<file path="src/rtl/uart_tx_fifo_engine_if.sv">
// Register-block side of the UART transmit engine: push strobe, frame controls and FIFO status.
// Latency: plain wires; timing is set by the engine behind the slave modport.
// Backpressure: none on the push strobe; a push into a full FIFO is dropped and flagged sticky.
interface uart_tx_fifo_engine_if;
  logic       write_en;
  logic [7:0] data_tx;
  logic       ip_en;
  logic       parity_en;
  logic       parity_type;
  logic [1:0] tx_thr_val;
  logic       tx_thr;
  logic       tx_full;
  logic       tx_empty;
  logic       tx_busy;
  logic       tx_ovf;
  logic [4:0] tx_count;

  modport master (
    output write_en, data_tx, ip_en, parity_en, parity_type, tx_thr_val,
    input  tx_thr, tx_full, tx_empty, tx_busy, tx_ovf, tx_count
  );

  modport slave (
    input  write_en, data_tx, ip_en, parity_en, parity_type, tx_thr_val,
    output tx_thr, tx_full, tx_empty, tx_busy, tx_ovf, tx_count
  );
endinterface

</file>
<file path="src/rtl/uart_tx_fifo_engine.sv">
// UART transmit engine: byte FIFO feeding a start/8-data/parity/stop serialiser on tx_o.
// Latency: a popped byte starts its start bit one pclk after the pop; each bit lasts OVS bclk_ticks.
// Backpressure: none upstream; a push while full is dropped (sticky tx_ovf) unless a pop frees the slot.
module uart_tx_fifo_engine #(
  parameter int DEPTH = 16,
  parameter int PTR_W = 4,
  parameter int OVS   = 16
) (
  input  logic pclk,
  input  logic presetn,
  input  logic bclk_tick,
  output logic tx_o,
  uart_tx_fifo_engine_if.slave rb
);

  typedef enum logic [2:0] {IDLE, START, DATA, PARITY, STOP} state_t;

  localparam logic [PTR_W:0] DEPTH_C   = (PTR_W+1)'(DEPTH);
  localparam logic [PTR_W:0] CNT_ONE   = (PTR_W+1)'(1);
  localparam logic [3:0]     TICK_LAST = 4'(OVS - 1);

  state_t           state, state_nxt;
  logic [7:0]       mem [DEPTH];
  logic [PTR_W-1:0] wr_ptr, rd_ptr;
  logic [PTR_W:0]   count;
  logic [7:0]       head;
  logic [7:0]       shift;
  logic [3:0]       tick_cnt;
  logic [2:0]       bit_cnt;
  logic             par_bit, par_en;
  logic             full, empty, bit_end, pop, push, ovf;

  // FIFO status, bit timing strobe and push/pop qualification.
  always_comb begin
    full    = (count == DEPTH_C);
    empty   = (count == '0);
    head    = mem[rd_ptr];
    bit_end = bclk_tick && (tick_cnt == TICK_LAST);
    // A byte leaves the FIFO only from IDLE, so a frame ending in STOP always
    // passes through one IDLE pclk, which keeps the line at stop level for it.
    pop     = (state == IDLE) && rb.ip_en && !empty;
    // A pop in the same cycle frees a slot, so a push into a full FIFO is kept.
    push    = rb.write_en && (!full || pop);
  end

  // FIFO storage; no reset needed since contents are only read behind count.
  always_ff @(posedge pclk) begin
    if (push) mem[wr_ptr] <= rb.data_tx;
  end

  // FIFO pointers, occupancy and sticky overflow flag.
  always_ff @(posedge pclk or negedge presetn) begin
    if (!presetn) begin
      wr_ptr <= '0;
      rd_ptr <= '0;
      count  <= '0;
      ovf    <= 1'b0;
    end else begin
      if (push) wr_ptr <= wr_ptr + 1'b1;
      if (pop)  rd_ptr <= rd_ptr + 1'b1;
      case ({push, pop})
        2'b10:   count <= count + CNT_ONE;
        2'b01:   count <= count - CNT_ONE;
        default: count <= count;
      endcase
      if (rb.write_en && full && !pop) ovf <= 1'b1;
    end
  end

  // Frame state register.
  always_ff @(posedge pclk or negedge presetn) begin
    if (!presetn) state <= IDLE;
    else          state <= state_nxt;
  end

  // Next-state and serial line value.
  always_comb begin
    state_nxt = state;
    tx_o      = 1'b1;
    case (state)
      IDLE: begin
        if (pop) state_nxt = START;
      end
      START: begin
        tx_o = 1'b0;
        if (bit_end) state_nxt = DATA;
      end
      DATA: begin
        tx_o = shift[0];
        if (bit_end && bit_cnt == 3'd7) state_nxt = par_en ? PARITY : STOP;
      end
      PARITY: begin
        tx_o = par_bit;
        if (bit_end) state_nxt = STOP;
      end
      STOP: begin
        if (bit_end) state_nxt = IDLE;
      end
      default: state_nxt = IDLE;
    endcase
  end

  // Bit timing, shift register and per-frame parity captured at load.
  always_ff @(posedge pclk or negedge presetn) begin
    if (!presetn) begin
      tick_cnt <= '0;
      bit_cnt  <= '0;
      shift    <= '0;
      par_bit  <= 1'b0;
      par_en   <= 1'b0;
    end else begin
      // tick_cnt restarts on every state entry; within DATA it wraps at the bit end.
      if (state == IDLE || state_nxt != state) tick_cnt <= '0;
      else if (bclk_tick)                      tick_cnt <= tick_cnt + 1'b1;

      if (pop) begin
        shift   <= head;
        bit_cnt <= '0;
        par_bit <= (^head) ^ rb.parity_type;
        par_en  <= rb.parity_en;
      end else if (state == DATA && bit_end) begin
        shift   <= shift >> 1;
        bit_cnt <= bit_cnt + 1'b1;
      end
    end
  end

  // Status back to the register block.
  always_comb begin
    rb.tx_full  = full;
    rb.tx_empty = empty;
    rb.tx_busy  = (state != IDLE);
    rb.tx_ovf   = ovf;
    rb.tx_count = 5'(count);
    case (rb.tx_thr_val)
      2'b00:   rb.tx_thr = (count == '0);
      2'b01:   rb.tx_thr = (count <= (PTR_W+1)'(4));
      2'b10:   rb.tx_thr = (count <= (PTR_W+1)'(8));
      default: rb.tx_thr = (count <= (PTR_W+1)'(12));
    endcase
  end

endmodule

</file>
<file path="src/flat_wrapper.sv">
// flat-port wrapper written by rule: the top's interface ports become plain ports
module uart_tx_fifo_engine_flat 
#(
  parameter int DEPTH = 16,
  parameter int PTR_W = 4,
  parameter int OVS   = 16
)
  (pclk, presetn, bclk_tick, tx_o, rb_write_en, rb_data_tx, rb_ip_en, rb_parity_en, rb_parity_type, rb_tx_thr_val, rb_tx_thr, rb_tx_full, rb_tx_empty, rb_tx_busy, rb_tx_ovf, rb_tx_count);
  uart_tx_fifo_engine_if rb_i ();
  input  logic pclk;
  input  logic presetn;
  input  logic bclk_tick;
  output logic tx_o;
  input wire logic [$bits(rb_i.write_en)-1:0] rb_write_en;
  input wire logic [$bits(rb_i.data_tx)-1:0] rb_data_tx;
  input wire logic [$bits(rb_i.ip_en)-1:0] rb_ip_en;
  input wire logic [$bits(rb_i.parity_en)-1:0] rb_parity_en;
  input wire logic [$bits(rb_i.parity_type)-1:0] rb_parity_type;
  input wire logic [$bits(rb_i.tx_thr_val)-1:0] rb_tx_thr_val;
  output wire logic [$bits(rb_i.tx_thr)-1:0] rb_tx_thr;
  output wire logic [$bits(rb_i.tx_full)-1:0] rb_tx_full;
  output wire logic [$bits(rb_i.tx_empty)-1:0] rb_tx_empty;
  output wire logic [$bits(rb_i.tx_busy)-1:0] rb_tx_busy;
  output wire logic [$bits(rb_i.tx_ovf)-1:0] rb_tx_ovf;
  output wire logic [$bits(rb_i.tx_count)-1:0] rb_tx_count;
  assign rb_i.write_en = rb_write_en;
  assign rb_i.data_tx = rb_data_tx;
  assign rb_i.ip_en = rb_ip_en;
  assign rb_i.parity_en = rb_parity_en;
  assign rb_i.parity_type = rb_parity_type;
  assign rb_i.tx_thr_val = rb_tx_thr_val;
  assign rb_tx_thr = rb_i.tx_thr;
  assign rb_tx_full = rb_i.tx_full;
  assign rb_tx_empty = rb_i.tx_empty;
  assign rb_tx_busy = rb_i.tx_busy;
  assign rb_tx_ovf = rb_i.tx_ovf;
  assign rb_tx_count = rb_i.tx_count;
  uart_tx_fifo_engine #(.DEPTH(DEPTH), .PTR_W(PTR_W), .OVS(OVS)) u_core (.pclk(pclk), .presetn(presetn), .bclk_tick(bclk_tick), .tx_o(tx_o), .rb(rb_i));
endmodule
</file>
<file path="config.mk">
export PLATFORM = sky130hd
export DESIGN_NAME = uart_tx_fifo_engine_flat
export DESIGN_NICKNAME = d
export VERILOG_FILES = /design/src/rtl/uart_tx_fifo_engine_if.sv /design/src/rtl/uart_tx_fifo_engine.sv /design/src/flat_wrapper.sv
export SDC_FILE = /design/constraint.sdc
export NUM_CORES = 1
export LEC_CHECK = 0
export BUFFER_PORTS_ARGS = -buffer_cell sky130_fd_sc_hd__clkbuf_2
export CAP_MARGIN = 5
export CORE_ASPECT_RATIO = 1.25
export CORE_MARGIN = 3
export CORE_UTILIZATION = 45
export DETAILED_ROUTE_END_ITERATION = 6
export PLACE_DENSITY = 0.67
export SETUP_SLACK_MARGIN = 0.3
export SLEW_MARGIN = 25
export SYNTH_ARGS = -nofsm -noshare
export SYNTH_HDL_FRONTEND = slang
export SYNTH_SLANG_ARGS = --single-unit
</file>
<file path="constraint.sdc">
create_clock -name pclk -period 4.8 [get_ports pclk]
set_input_delay 0.72 -clock pclk [delete_from_list [all_inputs] [get_ports pclk]]
set_output_delay 0.72 -clock pclk [all_outputs]
set_load 0.03 [all_outputs]
</file>
Word-level counts from Yosys, hierarchy flattened
Memories as Yosys holds them, arrays and structs flattened.
Index checks and enable logic that the tools add are counted.

storage, ports and cells
  RAM bits = 128
  memories kept = 1
  register bits = 34

memory list
  memory      words  width  rd ports  clocked after memory_dff  wr ports  line                       RTL
  u_core.mem  16     8      1         0                         1         uart_tx_fifo_engine.sv:23  logic [7:0] mem [DEPTH];

operators by class
  order comparisons = 3
  mux-type cells = 18
  reductions and logical operators = 21
  add/sub/neg operators = 6
  equal/unequal tests = 12
  bitwise operators = 1

operators by type and width
  cell                 number
  $mux 3               8
  $mux 8               2
  $pmux 3 s5           1
  $add 4x1->4 const B  3
  $le 5x4->1 const B   2
  $pmux 5 s2           1
  $logic_and 1x1->1    8
  $mux 4               2
  $reduce_xor 8->1     1
  $eq 3x2->1 const B   2
  $eq 3x3->1 const B   2
  $pmux 1 s3           2
  $reduce_bool 2->1    3
  $add 5x1->5 const B  1
  $eq 5x5->1 const B   1
  $le 5x3->1 const B   1
  $logic_not 5->1      1
  $sub 5x1->5 const B  1
  $eq 2x1->1 const B   2
  $eq 2x2->1 const B   2
  $eq 4x4->1 const B   1
  $add 3x1->3 const B  1
  $eq 3x1->1 const B   1
  $logic_not 1->1      3
  7 further kinds      9

Logic depth before layout (Yosys ltp)
  depth in word-level cells = 8
  gate-level depth with buffers = 10

Worst setup path after synthesis
No wires, ideal clock.

  path kind = reg-to-reg
  from = register u_core.count[0] (netlist: u_core.rb.tx_count[0])
  to = register u_core.count[4] (netlist: u_core.rb.tx_count[4])
  stages on the path, launching flop included = 10
  path slack = 1.894 ns
  arrival time = 2.826 ns
  data required time = 4.719 ns
  buffers on the path = 0
  cell sequence = dfrtp_1 > nor4_1 > nor2b_1 > or3_1 > inv_1 > fa_1 > a21o_1 > a21oi_1 > mux2i_1 > xor2_1

on the way
  cells in the longest elaborated chain, start to end = 7
  elaborated cells on any way between the ends = 13

RTL lines
  what                                             line                       RTL
  start: declaration                               uart_tx_fifo_engine.sv:25  logic [PTR_W:0] count;
  start signal: assignment                         uart_tx_fifo_engine.sv:62  2'b10: count <= count + CNT_ONE;
  start signal: assignment                         uart_tx_fifo_engine.sv:63  2'b01: count <= count - CNT_ONE;
  start signal: assignment                         uart_tx_fifo_engine.sv:64  default: count <= count;
  $logic_not 5->1 *                                uart_tx_fifo_engine.sv:36  empty = (count == '0);
  via rb_tx_empty                                  flat_wrapper.sv:22         output wire logic [$bits(rb_i.tx_empty)-1:0] rb_tx_empty;
  $logic_not 1->1 *                                uart_tx_fifo_engine.sv:41  pop = (state == IDLE) && rb.ip_en && !empty;
  $logic_and 1x1->1 *                              uart_tx_fifo_engine.sv:41
  $logic_or 1x1->1                                 uart_tx_fifo_engine.sv:43  push = rb.write_en && (!full || pop);
  $logic_and 1x1->1                                uart_tx_fifo_engine.sv:43
  $eq 2x1->1 or $eq 2x2->1 (tied branches)         uart_tx_fifo_engine.sv:61  case ({push, pop})
  $pmux 5 s2 or $reduce_bool 2->1 (tied branches)  n/a

The timed path passes the listed nets; every way through them passes the cells marked *.
A chain may end at the register's enable or synchronous reset.

Worst setup path in the final report
  from = register u_core.rd_ptr[0]
  to = register u_core.par_bit

on the way
  cells in the longest elaborated chain, start to end = 3

RTL lines
  what                      line                        RTL
  start: declaration        uart_tx_fifo_engine.sv:24   logic [PTR_W-1:0] wr_ptr, rd_ptr;
  start signal: assignment  uart_tx_fifo_engine.sv:60   if (pop) rd_ptr <= rd_ptr + 1'b1;
  $mem_v2 16x8              n/a
  $reduce_xor 8->1          uart_tx_fifo_engine.sv:119  par_bit <= (^head) ^ rb.parity_type;
  $xor 1x1->1               uart_tx_fifo_engine.sv:119
  end signal: assignment    uart_tx_fifo_engine.sv:119
  end: declaration          uart_tx_fifo_engine.sv:30   logic par_bit, par_en;

Every way passes these cells.

==> flow_results.xml <==
<?xml version="1.0" encoding="UTF-8"?>
<metrics>
  <group name="outcome">
    <metric name="result_of_the_run" unit="">completed</metric>
  </group>
  <group name="detailed_routing">
    <metric name="postRouteAntennaNets" unit="">0</metric>
    <metric name="dr.first_iter.drc_count" unit="">297</metric>
    <metric name="wl_per_cell" unit="um">20.3</metric>
    <metric name="dr_total_vias" unit="">3472</metric>
    <metric name="totalWireLength" unit="um">12700</metric>
    <metric name="vias_per_cell" unit="">5.56</metric>
    <metric name="detailed_router_iteration_count_before_antenna_repair" unit="">5</metric>
    <metric name="drc" unit="">0</metric>
  </group>
  <group name="synth">
    <metric name="syn_inst" unit="">401</metric>
    <metric name="netlist_area" unit="um^2">6790</metric>
    <metric name="synth.lib_cells_used.distinct" unit="">43</metric>
    <metric name="syn_area_per_cell" unit="um^2">16.9</metric>
    <metric name="ys_seq_elements" unit="">162</metric>
    <metric name="synth.yosys.seq_area_share" unit="%">69.2</metric>
    <metric name="syn-num-nets" unit="">430</metric>
    <metric name="ys_warn_count" unit="">0</metric>
  </group>
  <group name="floorplanning">
    <metric name="die-area" unit="um^2">16600</metric>
    <metric name="core_area" unit="um^2">14600</metric>
    <metric name="io_pins" unit="">28</metric>
    <metric name="floorplan.die.width" unit="um">116</metric>
    <metric name="rows" unit="">49</metric>
    <metric name="floorplan_die_height" unit="um">143</metric>
    <metric name="floorplan.initialDensity" unit="%">46.5</metric>
  </group>
  <group name="clock_tree">
    <metric name="number_of_hold_buffers_added_after_cts" unit="">0</metric>
    <metric name="cts_num_sinks" unit="">162</metric>
    <metric name="cts_buffers" unit="">17</metric>
    <metric name="cts_setup_buffers" unit="">0</metric>
    <metric name="cts_resized" unit="">0</metric>
    <metric name="clockBufferDepth" unit="">2</metric>
    <metric name="clock_tree_from_tritoncts" unit="">done</metric>
    <metric name="cts_root_buffer" unit="">sky130_fd_sc_hd__clkbuf_16</metric>
    <metric name="h-tree-depth" unit="">4</metric>
    <metric name="worst_setup_hold_path_clk_slew" unit="ns">0.06</metric>
    <metric name="worst_skew_pair_latency" unit="ns">0.42</metric>
  </group>
  <group name="sta">
    <metric name="timing.final.hold_violations" unit="">0</metric>
    <metric name="report.final.slew_viol_count" unit="">0</metric>
    <metric name="timing.setup.tns" unit="ns">0</metric>
    <metric name="slew-limit-headroom" unit="%">35.5</metric>
    <metric name="max_freq" unit="MHz">326</metric>
    <metric name="finalClockSkew" unit="ns">0.00695</metric>
    <metric name="final_period_minus_worst_setup_slack" unit="ns">3.07</metric>
    <metric name="unrepaired_setup_endpoints_after_global_routing" unit="">false</metric>
    <metric name="worst_pin_slew" unit="ns">0.963</metric>
    <metric name="final.period_utilization" unit="%">63.9</metric>
    <metric name="finalSetupViolCount" unit="">0</metric>
  </group>
  <group name="cells_and_area">
    <metric name="mostFrequentLayoutCell" unit="">sky130_fd_sc_hd__edfxtp_1</metric>
    <metric name="num-nets-final" unit="">464</metric>
    <metric name="final_layout_size_suffix_gt1_share" unit="%">23.3</metric>
    <metric name="diodes" unit="">0</metric>
    <metric name="final_layout_fill_cell_count" unit="">1165</metric>
    <metric name="layout.cells.non_filler" unit="">625</metric>
    <metric name="area_growth_syn_to_layout" unit="%">13.0</metric>
    <metric name="final_cell_mix" unit="">128 x sky130_fd_sc_hd__edfxtp_1, 39 x sky130_fd_sc_hd__nand2_1, 36 x sky130_fd_sc_hd__mux4_2</metric>
  </group>
  <group name="setup_path">
    <metric name="timing.reg2reg.worst_path_depth" unit="">7</metric>
    <metric name="crit_end" unit="">u_core.par_bit</metric>
    <metric name="r2r_start" unit="">u_core.rd_ptr[0]</metric>
    <metric name="setup_crit_start_kind" unit="">flop</metric>
    <metric name="critPathMaxFanout" unit="">24</metric>
    <metric name="crit_required" unit="ns">5.15</metric>
    <metric name="r2r_setup_slack" unit="ns">1.73</metric>
    <metric name="critical_path_class" unit="">flop to flop</metric>
    <metric name="critical_path.reg2reg.endpoint" unit="">u_core.par_bit</metric>
    <metric name="worst_setup_path_startpoint" unit="">u_core.rd_ptr[0]</metric>
    <metric name="critical_path.endpoint_type" unit="">flop</metric>
    <metric name="cp_data_arrival_time" unit="ns">3.42</metric>
  </group>
  <group name="power">
    <metric name="power.ir.vdd_worst" unit="mV">0.412</metric>
    <metric name="switching_power" unit="mW">1.41</metric>
    <metric name="power_leakage" unit="nW">2.77</metric>
    <metric name="p_comb_share" unit="%">29.4</metric>
    <metric name="power-per-cell-area" unit="nW/um^2">606</metric>
    <metric name="switching_share" unit="%">30.3</metric>
    <metric name="p_int" unit="mW">3.24</metric>
    <metric name="part_of_the_total_power_dissipated_in_the_clock_network" unit="%">27.7</metric>
    <metric name="seqPwrFrac" unit="%">42.8</metric>
  </group>
  <group name="grt">
    <metric name="first_pass_grt_wire_length" unit="um">20700</metric>
    <metric name="grt_pass1_vias" unit="">3692</metric>
    <metric name="globalRouteTotalUtil" unit="%">17.0</metric>
    <metric name="grt-ovfl-total" unit="">0</metric>
    <metric name="pin_count_of_the_biggest_net_entering_global_routing" unit="">35</metric>
    <metric name="number_of_antenna_violations_at_the_first_check_in_global_routing" unit="">0</metric>
  </group>
  <group name="place">
    <metric name="dp_hpwl" unit="um">8690</metric>
    <metric name="io_buffers" unit="">27</metric>
    <metric name="placed_cells_incl_taps" unit="">594</metric>
    <metric name="gp_routability_congestion" unit="">0.794</metric>
  </group>
  <group name="flow_run">
    <metric name="maxCapViolCount" unit="">0</metric>
  </group>
  <group name="min_path">
    <metric name="class_of_the_tightest_hold_or_removal_check" unit="">input pin to async pin</metric>
  </group>
</metrics>
area by class of cell:
type                    instances  area (um^2)  share of cell area, %
inverters                      11         41.3                  0.538
clock buffers                  18          429                   5.60
well taps                     178          223                   2.90
clock inverters                13          136                   1.78
flip-flops and latches        162         4700                   61.2
multi-input cells             210         1960                   25.6
repair buffers                 33          180                   2.35
per-layer routing:
metal / up-vias / GRT usage (%) / routed length, um
li1: 1602 / - / -
met1: 1765 / 21.7 / 5350
met2: 86 / 28.0 / 6490
met3: 19 / 4.55 / 560
met4: 0 / 6.48 / 268
met5: - / 0 / 0
cell usage after synthesis:
master	n	area, um^2
sky130_fd_sc_hd__o21ai_1	4	20.0
sky130_fd_sc_hd__a311o_1	1	10.0
sky130_fd_sc_hd__a31oi_1	4	25.0
sky130_fd_sc_hd__buf_1	1	3.75
sky130_fd_sc_hd__nor3b_1	1	7.51
sky130_fd_sc_hd__o21ai_0	5	25.0
sky130_fd_sc_hd__and4_1	1	8.76
sky130_fd_sc_hd__edfxtp_1	128	3840
sky130_fd_sc_hd__and3_1	4	25.0
sky130_fd_sc_hd__xnor2_1	10	87.6
sky130_fd_sc_hd__inv_1	11	41.3
sky130_fd_sc_hd__and2_1	9	56.3
sky130_fd_sc_hd__o22ai_1	1	6.26
sky130_fd_sc_hd__mux2i_1	3	30.0
sky130_fd_sc_hd__xnor3_1	3	67.6
sky130_fd_sc_hd__a21boi_1	1	7.51
sky130_fd_sc_hd__a21o_1	2	15.0
sky130_fd_sc_hd__a22oi_1	6	45.0
sky130_fd_sc_hd__nand2b_1	1	6.26
sky130_fd_sc_hd__or2_2	1	6.26
sky130_fd_sc_hd__nand2_1	39	146
sky130_fd_sc_hd__nor3_1	6	30.0
sky130_fd_sc_hd__buf_2	2	10.0
sky130_fd_sc_hd__ha_1	11	138
sky130_fd_sc_hd__a31o_2	1	8.76
sky130_fd_sc_hd__clkbuf_1	11	41.3
sky130_fd_sc_hd__or3_1	2	12.5
sky130_fd_sc_hd__nor2b_1	4	25.0
sky130_fd_sc_hd__a21boi_0	1	7.51
sky130_fd_sc_hd__nor2_1	20	75.1
sky130_fd_sc_hd__mux2_1	3	33.8
sky130_fd_sc_hd__xor2_1	6	52.6
sky130_fd_sc_hd__buf_6	3	33.8
sky130_fd_sc_hd__dfrtp_1	34	851
sky130_fd_sc_hd__nand3b_1	3	22.5
sky130_fd_sc_hd__mux4_2	36	811
sky130_fd_sc_hd__nand3_1	6	30.0
sky130_fd_sc_hd__fa_1	1	20.0
sky130_fd_sc_hd__a21oi_1	8	40.0
sky130_fd_sc_hd__nor4_1	1	6.26
sky130_fd_sc_hd__maj3_1	1	10.0
sky130_fd_sc_hd__nand4_1	4	25.0
sky130_fd_sc_hd__buf_12	1	20.0
power by group through the flow:
stage | clock [mW] | sequential (mW) | combinational (mW)
floorplan | 0 | 1.92 | 1.17
global placement | 0 | 2.02 | 1.35
detailed placement | 0 | 2.02 | 1.38
CTS | 1.32 | 2.00 | 1.39
global route | 1.37 | 2.03 | 1.49
finish | 1.29 | 1.99 | 1.37
worst min-delay path by stage:
stage	start	endpoint	slack [ns]
5_1_grt	presetn	u_core.rb.tx_count[1]	0.48
4_1_cts	presetn	u_core.rb.tx_count[0]	0.44
2_1_floorplan	presetn	u_core.bit_cnt[0]	0.42
3_3_place_gp	u_core.rb.tx_ovf	u_core.rb.tx_ovf	0.45
6_report	presetn	u_core.rb.tx_count[0]	0.42
3_5_place_dp	u_core.rb.tx_ovf	u_core.rb.tx_ovf	0.47
per-stage QoR:
| stage | setup WS [ns] | util, % | instance area [um^2] | hold WS [ns] | power, mW |
|---|---|---|---|---|---|
| 6_report | 1.73 | 52.6 | 7670 | 0.419 | 4.65 |
| 2_1_floorplan | 1.89 | - | 6790 | 0.424 | 3.09 |
| 4_1_cts | 1.64 | 52.6 | 7670 | 0.437 | 4.71 |
| 3_3_place_gp | 1.67 | 48.7 | 7100 | 0.454 | 3.37 |
| 3_5_place_dp | 1.67 | 48.7 | 7100 | 0.465 | 3.41 |
| 5_1_grt | 1.46 | 52.6 | 7670 | 0.485 | 4.90 |
kinds of logic after synthesis:
group / synth area share [%]
DFF: 69.2
and+or+nand+nor: 7.12
muxes: 12.9
AOI/OAI and AO/OA: 3.10
buffers and inverters: 2.21
xor gates and xnor gates: 3.06
adders and majority gates: 2.47
state kept, by name, indices dropped and copies added, names as in the netlist:
signal              count
u_core.par_en           1
u_core.rb.tx_ovf        1
u_core.wr_ptr           4
u_core.bit_cnt          3
u_core.state            3
u_core.mem            128
u_core.rb.tx_count      5
u_core.rd_ptr           4
u_core.par_bit          1
u_core.shift            8
u_core.tick_cnt         4
critical path, cell delays in order (launching register included):
cell	delay, ns
sky130_fd_sc_hd__dfrtp_2	0.87
sky130_fd_sc_hd__buf_4	0.38
sky130_fd_sc_hd__mux4_2	0.53
sky130_fd_sc_hd__mux4_2	0.52
sky130_fd_sc_hd__xor2_1	0.21
sky130_fd_sc_hd__xnor2_1	0.15
sky130_fd_sc_hd__xnor3_1	0.22
sky130_fd_sc_hd__o21ai_1	0.12
Power figures use the tool's default switching activity.
